===== src/rtl/serializer.sv =====
// -----------------------------------------------------------------------------
// serializer
// Parallel-to-serial converter. A WIDTH-bit word is shifted out MSB first,
// one bit per clock, with a valid strobe on every bit. Only the top N bits
// are sent; N comes from data_mod_i (0 selects all WIDTH bits).
//
// Ports
//   clk_i          : clock, all logic on the rising edge
//   srst_i         : asynchronous active-high reset
//   data_i         : parallel word, bit WIDTH-1 is transmitted first
//   data_mod_i     : number of valid bits from the MSB (0 = WIDTH, 1..2 illegal)
//   data_val_i     : request strobe, sampled when busy_o is low
//   ser_data_o     : serial data bit (0 whenever ser_data_val_o is low)
//   ser_data_val_o : high on every cycle carrying a valid bit
//   busy_o         : high while new requests are ignored
// -----------------------------------------------------------------------------
module serializer #(
    parameter int WIDTH = 16,
    parameter int MOD_W = $clog2(WIDTH)
) (
    input  logic             clk_i,
    input  logic             srst_i,
    input  logic [WIDTH-1:0] data_i,
    input  logic [MOD_W-1:0] data_mod_i,
    input  logic             data_val_i,
    output logic             ser_data_o,
    output logic             ser_data_val_o,
    output logic             busy_o
);

    typedef enum logic {
        IDLE  = 1'b0,
        SHIFT = 1'b1
    } state_t;

    state_t           r_state;
    state_t           w_state_nxt;
    logic [WIDTH-1:0] r_shift;
    logic [WIDTH-1:0] w_shift_nxt;
    logic [MOD_W-1:0] r_cnt;
    logic [MOD_W-1:0] w_cnt_nxt;
    logic             r_ser_data;
    logic             w_ser_data_nxt;
    logic             r_ser_val;
    logic             w_ser_val_nxt;
    logic             r_busy;
    logic             w_busy_nxt;
    logic             w_accept;
    logic [MOD_W-1:0] w_last_idx;

    // Counts of 1 and 2 are rejected; 0 and 3..WIDTH-1 are accepted.
    function automatic logic mod_legal(input logic [MOD_W-1:0] mod);
        return (mod == '0) || (mod > MOD_W'(2));
    endfunction

    // Index of the last bit relative to the first, i.e. N-1. The counter holds
    // the number of bits still to follow the one currently on ser_data_o.
    function automatic logic [MOD_W-1:0] last_idx(input logic [MOD_W-1:0] mod);
        return (mod == '0) ? MOD_W'(WIDTH - 1) : (mod - MOD_W'(1));
    endfunction

    // busy_o is low only in IDLE and on the last-bit cycle, so this also
    // enables the back-to-back reload without a gap.
    assign w_accept   = data_val_i && !r_busy && mod_legal(data_mod_i);
    assign w_last_idx = last_idx(data_mod_i);

    always_comb begin
        w_state_nxt    = r_state;
        w_shift_nxt    = r_shift;
        w_cnt_nxt      = r_cnt;
        w_ser_data_nxt = 1'b0;
        w_ser_val_nxt  = 1'b0;
        w_busy_nxt     = 1'b0;

        if (w_accept) begin
            // The MSB goes straight to the output register; the rest waits.
            w_state_nxt    = SHIFT;
            w_ser_data_nxt = data_i[WIDTH-1];
            w_ser_val_nxt  = 1'b1;
            w_shift_nxt    = {data_i[WIDTH-2:0], 1'b0};
            w_cnt_nxt      = w_last_idx;
            w_busy_nxt     = (w_last_idx != '0);
        end else if (r_state == SHIFT) begin
            if (r_cnt != '0) begin
                w_ser_data_nxt = r_shift[WIDTH-1];
                w_ser_val_nxt  = 1'b1;
                w_shift_nxt    = {r_shift[WIDTH-2:0], 1'b0};
                w_cnt_nxt      = r_cnt - MOD_W'(1);
                w_busy_nxt     = (r_cnt != MOD_W'(1));
            end else begin
                w_state_nxt = IDLE;
                w_shift_nxt = '0;
            end
        end
    end

    always_ff @(posedge clk_i or posedge srst_i) begin
        if (srst_i) begin
            r_state    <= IDLE;
            r_shift    <= '0;
            r_cnt      <= '0;
            r_ser_data <= 1'b0;
            r_ser_val  <= 1'b0;
            r_busy     <= 1'b0;
        end else begin
            r_state    <= w_state_nxt;
            r_shift    <= w_shift_nxt;
            r_cnt      <= w_cnt_nxt;
            r_ser_data <= w_ser_data_nxt;
            r_ser_val  <= w_ser_val_nxt;
            r_busy     <= w_busy_nxt;
        end
    end

    assign ser_data_o     = r_ser_data;
    assign ser_data_val_o = r_ser_val;
    assign busy_o         = r_busy;

endmodule


===== config.mk =====
export PLATFORM = sky130hd
export DESIGN_NAME = serializer
export DESIGN_NICKNAME = d
export VERILOG_FILES = /design/src/rtl/serializer.sv
export SDC_FILE = /design/constraint.sdc
export NUM_CORES = 1
export LEC_CHECK = 0
export CELL_PAD_IN_SITES_DETAIL_PLACEMENT = 0
export CELL_PAD_IN_SITES_GLOBAL_PLACEMENT = 1
export CORE_MARGIN = 3
export CORE_UTILIZATION = 40
export CTS_BUF_LIST = sky130_fd_sc_hd__clkbuf_16
export DETAILED_ROUTE_END_ITERATION = 16
export GPL_TIMING_DRIVEN = 0
export PLACE_DENSITY = 0.87
export SLEW_MARGIN = 20
export SYNTH_ARGS = -nofsm -noshare
export SYNTH_HDL_FRONTEND = slang
export SYNTH_SLANG_ARGS = --single-unit

===== constraint.sdc =====
create_clock -name clk_i -period 3.61 [get_ports clk_i]
set_clock_uncertainty 0.15 [all_clocks]
set_input_delay 0.722 -clock clk_i [delete_from_list [all_inputs] [get_ports clk_i]]
set_output_delay 0.722 -clock clk_i [all_outputs]
set_load 0.05 [all_outputs]

==> Yosys cells after proc, flatten, opt, wreduce, memory -nomap -nowiden <==
Cells that the tools add are included.
{ "word_totals": {"elab_cells": 35, "regBits": 23, "out_inout_bits": 3, "latch_bits": 0, "input_bits": 23, "ram_bits": 0, "rom_bits": 0, "n_memories": 0} }
{ "op_classes": {"mux": 16, "div_mod_pow": 0, "reduce_logical": 10, "shift": 0, "n_addsub": 2, "bitwise": 0, "n_eq_ne": 1, "order_cmp": 1, "mul": 0} }
{ "op_table": {"columns": ["op", "count"], "rows": [
  ["$mux W16", 3],
  ["$mux W4", 4],
  ["$mux W1", 9],
  ["$reduce_bool A4 Y1", 2],
  ["$sub A4 B1 Y4 const B", 2],
  ["$gt A4 B2 Y1 const B", 1],
  ["$logic_not A4 Y1", 1],
  ["$ne A4 B1 Y1 const B", 1],
  ["$reduce_bool A2 Y1", 2],
  ["$logic_and A1 B1 Y1", 2],
  ["$reduce_and A2 Y1", 1],
  ["$logic_not A1 Y1", 1],
  ["$logic_or A1 B1 Y1", 1]
]} }

==> Logic depth before layout (Yosys ltp) <==
{ "depth": {"word_depth": 5, "mapped_depth": 8, "mapped_depth_nobuf": 6} }

==> Least setup slack after synthesis <==
OpenSTA, ideal clock, no wires.
{ "synth_path": {"path_type": "input to register", "startpoint": "input port data_mod_i[0]", "endpoint": "register r_cnt[0]", "setup_time_ns": 0.119, "stages": 7, "path_buffers": 1, "slack_ns": 1.574, "arrival_ns": 1.768, "cell_sequence": "inv_1 ha_1 nor3_1 a21oi_1 buf_2 nand3_1 o21a_1"} }
{ "synth_via": {"elab_chain_cells": 5} }
{ "synth_lines": {"columns": ["item", "line", "text"], "rows": [
  ["start, declared", "24", "input logic [MOD_W-1:0] data_mod_i,"],
  ["$gt A4 B2 Y1 / $logic_not A4 Y1 (equally long branches)", "53, 59", null],
  ["$logic_or A1 B1 Y1", "53", "return (mod == '0) || (mod > MOD_W'(2));"],
  ["$logic_and A1 B1 Y1", "64", "assign w_accept = data_val_i && !r_busy && mod_legal(data_mod_i);"],
  ["$reduce_bool A2 Y1 (no source line)", null, null],
  ["$reduce_and A2 Y1 (no source line)", null, null],
  ["end signal, assigned", "108", "r_cnt <= w_cnt_nxt;"],
  ["end, declared", "40", "logic [MOD_W-1:0] r_cnt;"]
]} }
Several ways; a longest one is shown, not always the timed one.
A chain may end at the register's enable or synchronous reset.

==> Final worst setup path <==
{ "layout_path": {"startpoint": "input port data_mod_i[0]", "endpoint": "register r_shift[8]"} }
{ "layout_via": {"elab_chain_cells": 4} }
{ "layout_lines": {"columns": ["item", "line", "text"], "rows": [
  ["$gt A4 B2 Y1 / $logic_not A4 Y1 (equally long branches)", "53", null],
  ["$logic_or A1 B1 Y1 (*)", "53", null],
  ["$logic_and A1 B1 Y1 (*)", "64", null],
  ["$mux W16 / $reduce_bool A2 Y1 (equally long branches)", null, null],
  ["end signal, assigned", "107", "r_shift <= w_shift_nxt;"],
  ["end, declared", "38", "logic [WIDTH-1:0] r_shift;"]
]} }
Mark *: on every way between the ends. The rest lies on a longest branch, timed or not.

==> metrics.yaml <==
crit_family: "buffers and inverters"
power.density_nw_per_um2: 736
nets: 194
seq_power_share_pct: 36.5
power_mw: 1.16
comb_power_share_pct: 44.0
startpoint_type: "primary input"
crit_path_max_incr_delay_ns: 0.46
cts_sinks: 22
drt_iter0_drc: 29
clk_pin_slew_ns: 0.06
whs_endpoint: "r_shift[4]"
core-area_um2: 2830
crit_chain: "clkdlybuf4s50_1, inv_1, ha_1, nor3_1, a21oi_1, clkbuf_1, o21ai_0"
post_synth_num_cell_types: 31
fin_crit_ns: 2.57
htree_levels: 1
p_sw_share_pct: 36.7
antenna_found_initial: 0
critical_path_class: "in2reg"
cts_tree: "yes"
grtUsageTotal_pct: 16.1
stdcell_area_um2: 1580
synth_warnings: 0
routabilityCongestion: 0.699
routedWlPerCell_um: 13.0
crit_arrival_ns: 2.53
status: "finished, final reports clean"
required_ns: 3.58
grt_max_degree: 23
post_cts_resize_count: 0
die_area_um2: 3730
fmax_ghz: 0.390
ir_drop_mv: 0.310
drive_gt1_share_pct: 6.06
hold_depth: 2
setup_viol: 0
cts_root_buf: "clkbuf_16"
numCtsBuffers: 3
power_switching_mw: 0.427
cts_buffer_depth: 2
vias_per_cell: 5.21
avgSynthCellArea_um2: 8.91
floorplan.rows: 19
drv_slew: 0
synthesis.instances: 136
crit_path_end_kind: "register"
intPower_mw: 0.736
rsz0062_at_grt: "false"
synth_seq_cells: 22
clockPowerShare_pct: 19.6
clk-insertion-delay-late_ns: 0.25
timing.slew.headroom_pct: 44.3
power_leakage_nw: 0.659
final_common_cell: "clkdlybuf4s50_1"
dpl_cell_area_um2: 1500
fp.dieH_um: 61.1
antenna_left: 0
grt_first_pass_wirelength_mm: 4.46
drt-total-wl_mm: 2.55
post-cts-setup-buffer-count: 0
worst_r2r_endpoint: "r_shift[14]"
die_x_um: 61.1
rr_worst_depth: 8
hold_viol_final: 0
drc: 0
vias: 1022
drv_cap: 0
tns_ns: 0
hpwl_mm: 1.87
portBuffers: 25
diodes: 0
finalCritPeriodShare_pct: 71.1
dr.pass1.iters: 4
r2r-start: "r_cnt[0]"
final_cell_mix: "25 x clkdlybuf4s50_1, 22 x dfrtp_1, 20 x nand2_1"
cp_slowest_cell: "clkdlybuf4s50_1"
syn_to_final_growth_pct: 30.3
crit_buf_inv: 3
r2r_slack_ns: 1.60
tightestPinTransition_ns: 0.834
path_max_fanout: 10
syn-cell-area_um2: 1210
hp-class: "reg2reg"
hp-start: "r_shift[3]"
hold_buffers: 0
syn_nets: 164
first_global_vias: 996
io_pins: 26
start_util_pct: 42.9
overflow: 0
synth-seq-area-share_pct: 45.4
[tightest hold or removal path, delay by kind of cell, from the launching register on]
| family | cells | cell delay (ns) |
|---|---|---|
| AO/OA/AOI/OAI | 2 | 0.16 |
| flip-flops | 1 | 0.34 |
[routing by layer]
metal | vias to the layer above | part of all wire (%) | GRT usage [%] | wire [µm]
met1 | 469 | 44 | 20.1 | 1130
met5 | - | 0 | 0 | 0
met3 | 5 | 3.7 | 1.89 | 93
met4 | 0 | 1.8 | 6.50 | 47
li1 | 520 | - | - | -
met2 | 28 | 50 | 28.2 | 1270
[kinds of logic (layout without fill, tap and decap cells)]
| kind of cell | count (synthesis) | in the layout | synth area share [%] |
|---|---|---|---|
| buffers and inverters | 12 | 41 | 5.57 |
| AO/OA/AOI/OAI | 42 | 42 | 18.7 |
| XOR/XNOR | 3 | 3 | 2.17 |
| AND/OR/NAND/NOR | 51 | 51 | 22.2 |
| multiplexers | 1 | 1 | 0.826 |
| adder cells (fa/ha/maj) | 5 | 5 | 5.16 |
| flip-flops | 22 | 22 | 45.4 |
[state kept, by name (all words and copies together), names as in the netlist]
| signal | flops |
|---|---|
| busy_o | 1 |
| r_cnt | 4 |
| r_shift | 15 |
| ser_data_o | 1 |
| ser_data_val_o | 1 |
[power groups by stage]
stage	sequential [mW]	combinational, mW	clock [mW]
after global routing	0.441	0.579	0.245
final	0.424	0.511	0.228
after global placement	0.423	0.504	0
after floorplan	0.460	0.332	0
after CTS	0.424	0.520	0.235
after detailed placement	0.426	0.514	0
[synthesized netlist by cell type]
cell type  instances  share of area (%)
dfrtp_1           22                 45
nand2_1           20                6.2
a21oi_1           18                7.4
nor2b_1           14                7.2
o21ai_0           11                4.5
o21ai_1            7                2.9
ha_1               5                5.2
inv_1              5                1.5
buf_2              3                1.2
nand2b_1           3                1.5
nor2_1             3               0.93
clkbuf_1           2               0.62
nand3_1            2               0.83
nand3b_1           2                1.2
nor3_1             2               0.83
xnor2_1            2                1.4
a211oi_1           1               0.62
a31oi_1            1               0.52
and2_4             1               0.72
buf_6              1               0.93
buf_8              1                1.2
mux2i_1            1               0.83
nor3b_1            1               0.62
o211ai_1           1               0.62
o21a_1             1               0.62
o21ba_2            1               0.83
o31ai_1            1               0.62
or2_1              1               0.52
or3b_1             1               0.72
or4b_1             1               0.83
xor2_1             1               0.72
[per-stage QoR]
step           cells  hold slack [ns]  worst slack (ns)  utilization (%)
2_1_floorplan    136            0.347              1.57                -
3_3_place_gp     192            0.367             0.799             53.1
3_5_place_dp     192            0.382             0.778             53.1
4_1_cts          196            0.397              1.02             55.9
5_1_grt          196            0.416             0.777             55.9
6_report         196            0.393              1.04             55.9
[how the worst max path moves through the flow]
| stage | start | end | slack (ns) | cells after the start |
|---|---|---|---|---|
| 2_1_floorplan | data_mod_i[0] | r_cnt[0] | 1.57 | 7 |
| 3_3_place_gp | data_mod_i[0] | r_shift[8] | 0.80 | 7 |
| 3_5_place_dp | data_mod_i[0] | r_shift[8] | 0.78 | 7 |
| 4_1_cts | data_mod_i[0] | r_shift[1] | 1.02 | 7 |
| 5_1_grt | data_mod_i[1] | r_shift[6] | 0.78 | 7 |
| 6_report | data_mod_i[0] | r_shift[8] | 1.04 | 7 |
[final cells by class]
class / instances / area (µm²)
timing repair buffer: 25 / 250
multi-input combinational: 102 / 594
inverter: 5 / 18.8
sequential: 22 / 551
clock buffer: 3 / 75.1
fill: 273 / 1250
buffer: 7 / 48.8
clock inverter: 1 / 3.75
tap: 31 / 38.8
Power figures use the tool's default switching activity.
